`src/rtl/prog_truthtable.sv`:
```
// prog_truthtable: run-time loadable truth table with registered lookup.
// Rows are written in order after a load_start; once the last row is written
// the table arms and each in_valid returns its row one cycle later.
// Optional feature macro: PROG_TRUTHTABLE_HITCNT_EN adds a saturating 16-bit
// hit_count of results whose f[0] is 1.
module prog_truthtable #(
  parameter int unsigned N_IN  = 3,
  parameter int unsigned N_OUT = 1
) (
  input  logic             clk,
  input  logic             reset,
  input  logic             load_start,
  input  logic             load_valid,
  input  logic [N_OUT-1:0] load_data,
  output logic             load_done,
  output logic             table_ready,
  input  logic             in_valid,
  input  logic [N_IN-1:0]  in_x,
  output logic             out_valid,
  output logic [N_OUT-1:0] f,
  output logic             eval_err
`ifdef PROG_TRUTHTABLE_HITCNT_EN
  ,
  output logic [15:0]      hit_count
`endif
);

  localparam int unsigned    ROWS     = 1 << N_IN;
  localparam logic [N_IN-1:0] LAST_ROW = N_IN'(ROWS - 1);

  typedef enum logic [1:0] {
    EMPTY   = 2'd0,
    LOADING = 2'd1,
    ARMED   = 2'd2
  } state_t;

  state_t            state_q, state_d;
  logic [N_IN-1:0]   ptr_q, ptr_d;
  logic [N_OUT-1:0]  tbl_q [ROWS];
  logic              wr_en;
  logic [N_IN-1:0]   wr_row;
  logic              load_done_d;
  logic              out_valid_d;
  logic              eval_err_d;
  logic [N_OUT-1:0]  f_d;

  // Next-state, row write control and evaluation result selection.
  always_comb begin
    state_d     = state_q;
    ptr_d       = ptr_q;
    wr_en       = 1'b0;
    wr_row      = ptr_q;
    load_done_d = 1'b0;
    out_valid_d = 1'b0;
    eval_err_d  = 1'b0;
    f_d         = f;
    if (load_start) begin
      // load_start wins over any evaluation, so a concurrent in_valid is rejected
      state_d    = LOADING;
      ptr_d      = '0;
      eval_err_d = in_valid;
      if (load_valid) begin
        wr_en  = 1'b1;
        wr_row = '0;
        ptr_d  = N_IN'(1);
      end
    end else begin
      case (state_q)
        EMPTY: begin
          eval_err_d = in_valid;
        end
        LOADING: begin
          eval_err_d = in_valid;
          if (load_valid) begin
            wr_en = 1'b1;
            if (ptr_q == LAST_ROW) begin
              // pointer parks on the last row; arming happens on this edge
              load_done_d = 1'b1;
              state_d     = ARMED;
            end else begin
              ptr_d = ptr_q + N_IN'(1);
            end
          end
        end
        ARMED: begin
          if (in_valid) begin
            out_valid_d = 1'b1;
            f_d         = tbl_q[in_x];
          end
        end
        default: begin
          state_d = EMPTY;
        end
      endcase
    end
  end

  // State and row pointer registers.
  always_ff @(posedge clk) begin
    if (reset) begin
      state_q <= EMPTY;
      ptr_q   <= '0;
    end else begin
      state_q <= state_d;
      ptr_q   <= ptr_d;
    end
  end

  // Table storage, cleared by reset.
  always_ff @(posedge clk) begin
    if (reset) begin
      for (int unsigned i = 0; i < ROWS; i++) begin
        tbl_q[i] <= '0;
      end
    end else if (wr_en) begin
      tbl_q[wr_row] <= load_data;
    end
  end

  // Registered outputs.
  always_ff @(posedge clk) begin
    if (reset) begin
      load_done   <= 1'b0;
      table_ready <= 1'b0;
      out_valid   <= 1'b0;
      eval_err    <= 1'b0;
      f           <= '0;
    end else begin
      load_done   <= load_done_d;
      table_ready <= (state_d == ARMED);
      out_valid   <= out_valid_d;
      eval_err    <= eval_err_d;
      f           <= f_d;
    end
  end

`ifdef PROG_TRUTHTABLE_HITCNT_EN
  // Saturating count of results with f[0]=1, updated with the result itself.
  always_ff @(posedge clk) begin
    if (reset || load_start) begin
      hit_count <= 16'd0;
    end else if (out_valid_d && f_d[0] && (hit_count != 16'hFFFF)) begin
      hit_count <= hit_count + 16'd1;
    end
  end
`endif

endmodule

```
`config.mk`:
```
export PLATFORM = sky130hd
export DESIGN_NAME = prog_truthtable
export DESIGN_NICKNAME = d
export VERILOG_FILES = /design/src/rtl/prog_truthtable.sv
export SDC_FILE = /design/constraint.sdc
export NUM_CORES = 1
export LEC_CHECK = 0
export CORE_MARGIN = 2
export CORE_UTILIZATION = 54
export DETAILED_ROUTE_END_ITERATION = 10
export PLACE_DENSITY_LB_ADDON = 0.15
export SYNTH_ARGS = -nofsm -noshare
export SYNTH_HDL_FRONTEND = slang
export SYNTH_SLANG_ARGS = --single-unit
```
`constraint.sdc`:
```
create_clock -name clk -period 3.6 [get_ports clk]
set_input_delay 0.54 -clock clk [delete_from_list [all_inputs] [get_ports clk]]
set_output_delay 0.54 -clock clk [all_outputs]
set_load 0.005 [all_outputs]
```
After elaboration in Yosys (flattened, before gate mapping)
Memory sizes are Yosys's and may differ from the RTL's. A register that Yosys moved wholly into a read port is not among the register bits.
Index checks and enable logic that the tools add are counted.

word-level totals
  bits in registers = 9
  memory bits (writable) = 8
  bits of input ports = 9
  output and inout port bits = 5
  logic and storage cells = 53
  memories kept = 1

memories
  name   words  width  read ports  clocked after Yosys merged registers in  wr ports  RTL line  source
  tbl_q  8      1      1           1                                        8         39        logic [N_OUT-1:0] tbl_q [ROWS];

cells by class
  add/sub/neg operators = 1
  eq/ne operators = 5
  muxes and demuxes = 26
  bitwise logic cells = 4
  reduce and logical (&&, ||, !) cells = 10

operators with widths
  cell                                                  number
  2-to-1 mux 3 bit                                      7
  2-to-1 mux 1 bit                                      15
  2-to-1 mux 2 bit                                      3
  AND reduction 3 bit                                   2
  equality test 2 bit (second input constant)           2
  inverter 1 bit                                        4
  one-hot mux 2 bit (2 select lines)                    1
  nonzero test 2 bit                                    2
  OR reduction 2 bit                                    2
  OR reduction 4 bit                                    1
  adder 3 x 1 -> 3 bit (second input constant)          1
  equality test 3 bit (second input constant)           1
  OR reduction 3 bit                                    1
  equality test 2 x 1 -> 1 bit (second input constant)  1
  zero test 2 bit                                       1
  != test 2 bit (second input constant)                 1
  OR reduction 1 bit                                    1

Depth between registers and ports, before layout
  depth in word-level cells = 8
  depth in mapped cells = 5

Least setup slack after synthesis
OpenSTA, ideal clock, no wires.

  kind = register to register
  from = register ptr_q[0]
  to = register ptr_q[0]
  setup time = 0.086 ns
  data arrival time = 1.307 ns
  data required time = 3.514 ns
  setup slack = 2.207 ns
  stages on the path, launching flop included = 6
  buffers on the path = 0
  cells stage by stage = dfxtp_1 > ha_1 > ha_1 > and4bb_2 > xnor2_1 > a211oi_1

on the way
  word-level cells in the longest chain between the ends = 5

ends and longest elaborated chain
  element                   RTL line  source
  start: declaration        38        logic [N_IN-1:0] ptr_q, ptr_d;
  start signal: assignment  105       ptr_q <= ptr_d;
  adder 3 x 1 -> 3 bit      81        ptr_d = ptr_q + N_IN'(1);
  2-to-1 mux 3 bit          76        if (ptr_q == LAST_ROW) begin
  2-to-1 mux 3 bit          74        if (load_valid) begin
  2-to-1 mux 3 bit          68        case (state_q)
  2-to-1 mux 3 bit          57        if (load_start) begin

Several ways; a longest one is shown, not always the timed one. The select of a mux whose other input is x is not followed.
A chain may end at the register's enable or synchronous reset.

==> impl_metrics.csv <==
group,metric,value,unit
timing,period_share,51.84,%
setup_path,cp_slowest_cell,"clkdlybuf4s50_1",
timing,worst_slew_pin_slew,0.4396,ns
power,pwr_density_cell,369.5,mW/mm^2
flow_run,max-cap-violations,0,
setup_path,worstPathArrival,2.08,ns
timing,max_slew_margin,70.60,%
setup_path,startpoint_type,"primary input",
setup_path,crit_family,"buffers and inverters",
setup_path,crit_chain,"clkdlybuf4s50_1 > or2_1 > a311o_1 > o31ai_2",
setup_path,reg2reg_slack,2.06,ns
drt,drtIter0Drc,18,
cells_and_area,n_antenna_cell,0,
place,place.gp.congestion,0.7852,
power,vdd_drop_max,0.2208,mV
drt,via_count,671,
drt,ant_nets,0,
setup_path,crit_fanout,15,
drt,drc,0,
cells_and_area,final_net_count,111,
logic_synthesis,ys_warn_count,0,
grt,grt_overflow,0,
timing,setup-tns-final,0,ns
timing,hold_violations,0,
place,hpwlAfterDp,1164,microns
cells_and_area,postLayoutCoreUtil,69.52,%
timing,timing.hold.ws,0.5814,ns
setup_path,end_kind,"register",
outcome,outcome,"finished clean",
clocking,cts_made_buffers,3,
clocking,clk_pin_slew_worst_paths,0.10,ns
clocking,clkLatencyLatePin,0.29,ns
timing,clock.fmax,535.8,MHz
logic_synthesis,syn-num-nets,95,
floorplanning,core,0.001506,sq mm
floorplanning,die_h,44.28,microns
clocking,clkSinkCount,18,
setup_path,rr_worst_depth,5,
power,power_leakage,0.3766,nW
floorplanning,start_util,58.14,%
setup_path,critical_path_class,"primary input to register",
grt,grtUsageTotal,18.04,%
clocking,cts_root_buf,"clkbuf_4",
floorplanning,row_count,14,
timing,setup_violations,0,
floorplanning,die_area,0.001960,sq mm
setup_path,crit_required,3.81,ns
grt,grt_pass1_vias,573,
drt,via_per_inst,5.835,
setup_path,crit_cells,4,
grt,grt_pass1_wl,2546,microns
floorplanning,die_w,44.28,microns
drt,routed_wl,1565,microns
cells_and_area,layout_common_cells,"nor2_1, clkdlybuf4s50_1, dfxtp_1",
clocking,htreeDepth,1,
power,switching_share,22.19,%
grt,grt_start_max_net_pins,16,
timing,rsz0062_at_grt,"no",
timing,period_minus_slack,1.866,ns
cells_and_area,layout-drive-gt1-share,7.071,%
grt,antenna_found_initial,0,
logic_synthesis,synthCells,84,
setup_path,critical_path_buf_inv_count,1,
min_path,worstHoldPathCells,1,
clocking,holdBufCountCts,0,
logic_synthesis,synth_cell_types,29,
power,internal_power,301.1,uW
logic_synthesis,synth_area,875.8,sq um
logic_synthesis,ys_seq_area_share,50.29,%
drt,post_drt_wl_per_cell,13.61,microns
logic_synthesis,avgSynthCellArea,10.43,sq um
min_path,hold_path.class,"register to register",
clocking,cts_setup_buffers,0,
power,p_clk_share,32.5,%
setup_path,max_stage_delay,0.63,ns
clocking,cts_tree,"done",
place,portBuffers,13,
floorplanning,boundaryPins,14,
timing,finClkSkew,0.004033,ns
power,p_seq_share,57.3,%
power,pwr-share-comb,10.1,%
logic_synthesis,synth_seq_cells,18,
clocking,cts_resized,0,
timing,slew_viol_final,0,
power,p_sw,85.84,uW
drt,dr.pass1.iters,4,
cells_and_area,final_common_cell,"nor2_1",
cells_and_area,synthToLayoutAreaGrowth,19.57,%
clocking,cts_buffer_depth,2,
[cell families (layout without fill, tap and decap cells)]
kind of cell	Yosys count	count (layout)	synth area share, %
AOI/OAI and AO/OA	19	19	15.71
xor gates and xnor gates	1	1	1.000
adders and majority gates	2	2	2.857
buffers and inverters	5	20	2.999
DFF	18	18	50.29
muxes	5	5	7.143
and+or+nand+nor	34	34	20.00
[Yosys cell counts (all sizes together)]
cell | number | area (sq um)
nor2 | 16 | 60.06
dfxtp | 10 | 200.2
edfxtp | 8 | 240.2
o21bai | 8 | 60.06
mux2i | 4 | 40.04
a21oi | 3 | 15.01
inv | 3 | 11.26
nand3 | 3 | 15.01
nand3b | 3 | 22.52
nor2b | 3 | 18.77
a211oi | 2 | 15.01
ha | 2 | 25.02
nand2 | 2 | 7.510
o21ai | 2 | 10.01
a311o | 1 | 10.01
and2 | 1 | 6.260
and3 | 1 | 6.260
and4bb | 1 | 12.51
buf | 1 | 11.26
clkbuf | 1 | 3.750
mux4 | 1 | 22.52
nand2b | 1 | 6.260
nand4 | 1 | 6.260
nor3b | 1 | 7.510
o211ai | 1 | 7.510
o21a | 1 | 7.510
o31ai | 1 | 12.51
or2 | 1 | 6.260
xnor2 | 1 | 8.760
[power by group through the flow]
stage	Sequential (mW)	Clock [mW]	Combinational (mW)
final	0.222	0.126	0.0392
after global routing	0.223	0.132	0.0431
after CTS	0.222	0.126	0.0391
after detailed placement	0.227	0	0.0389
after global placement	0.226	0	0.0385
after floorplan	0.226	0	0.0230
[per-stage QoR]
stage	worst slack, ns	cells	power, mW	area (sq um)
finish	1.734	115	0.3869	1047
global placement	1.483	111	0.2649	1011
global route	1.658	115	0.3981	1047
detailed placement	1.441	111	0.2655	1011
floorplan	2.207	84	0.2487	875.8
CTS	1.743	115	0.3875	1047
[path summary, 6_finish.rpt]
check,from,to
worst min-delay path,state_q[1],eval_err
worst max-delay path,reset,f
worst max register to register,ptr_q[1],ptr_q[0]
worst min register to register,state_q[1],eval_err
[flip-flops by register name (all words and copies together) (netlist names)]
register	cells
ptr_q	3
table_ready	1
tbl_q	8
load_done	1
f	1
out_valid	1
eval_err	1
state_q	2
[layout make-up]
type,count,area (sq um)
fill,105,459.2
sequential,18,440.4
multi-input combinational,61,409.1
timing repair buffer,13,130.1
clock buffer,4,36.28
tap,16,20.02
inverter,3,11.26
[routing by layer]
| metal | GRT usage [%] | vias to the layer above | wire (microns) |
|---|---|---|---|
| met3 | 4.082 | 4 | 125 |
| met5 | 0 | - | 0 |
| met1 | 24.27 | 303 | 719 |
| met2 | 28.24 | 30 | 695 |
| met4 | 7.273 | 0 | 25 |
| li1 | - | 334 | - |
No activity file was read; power rests on OpenSTA's default activity.
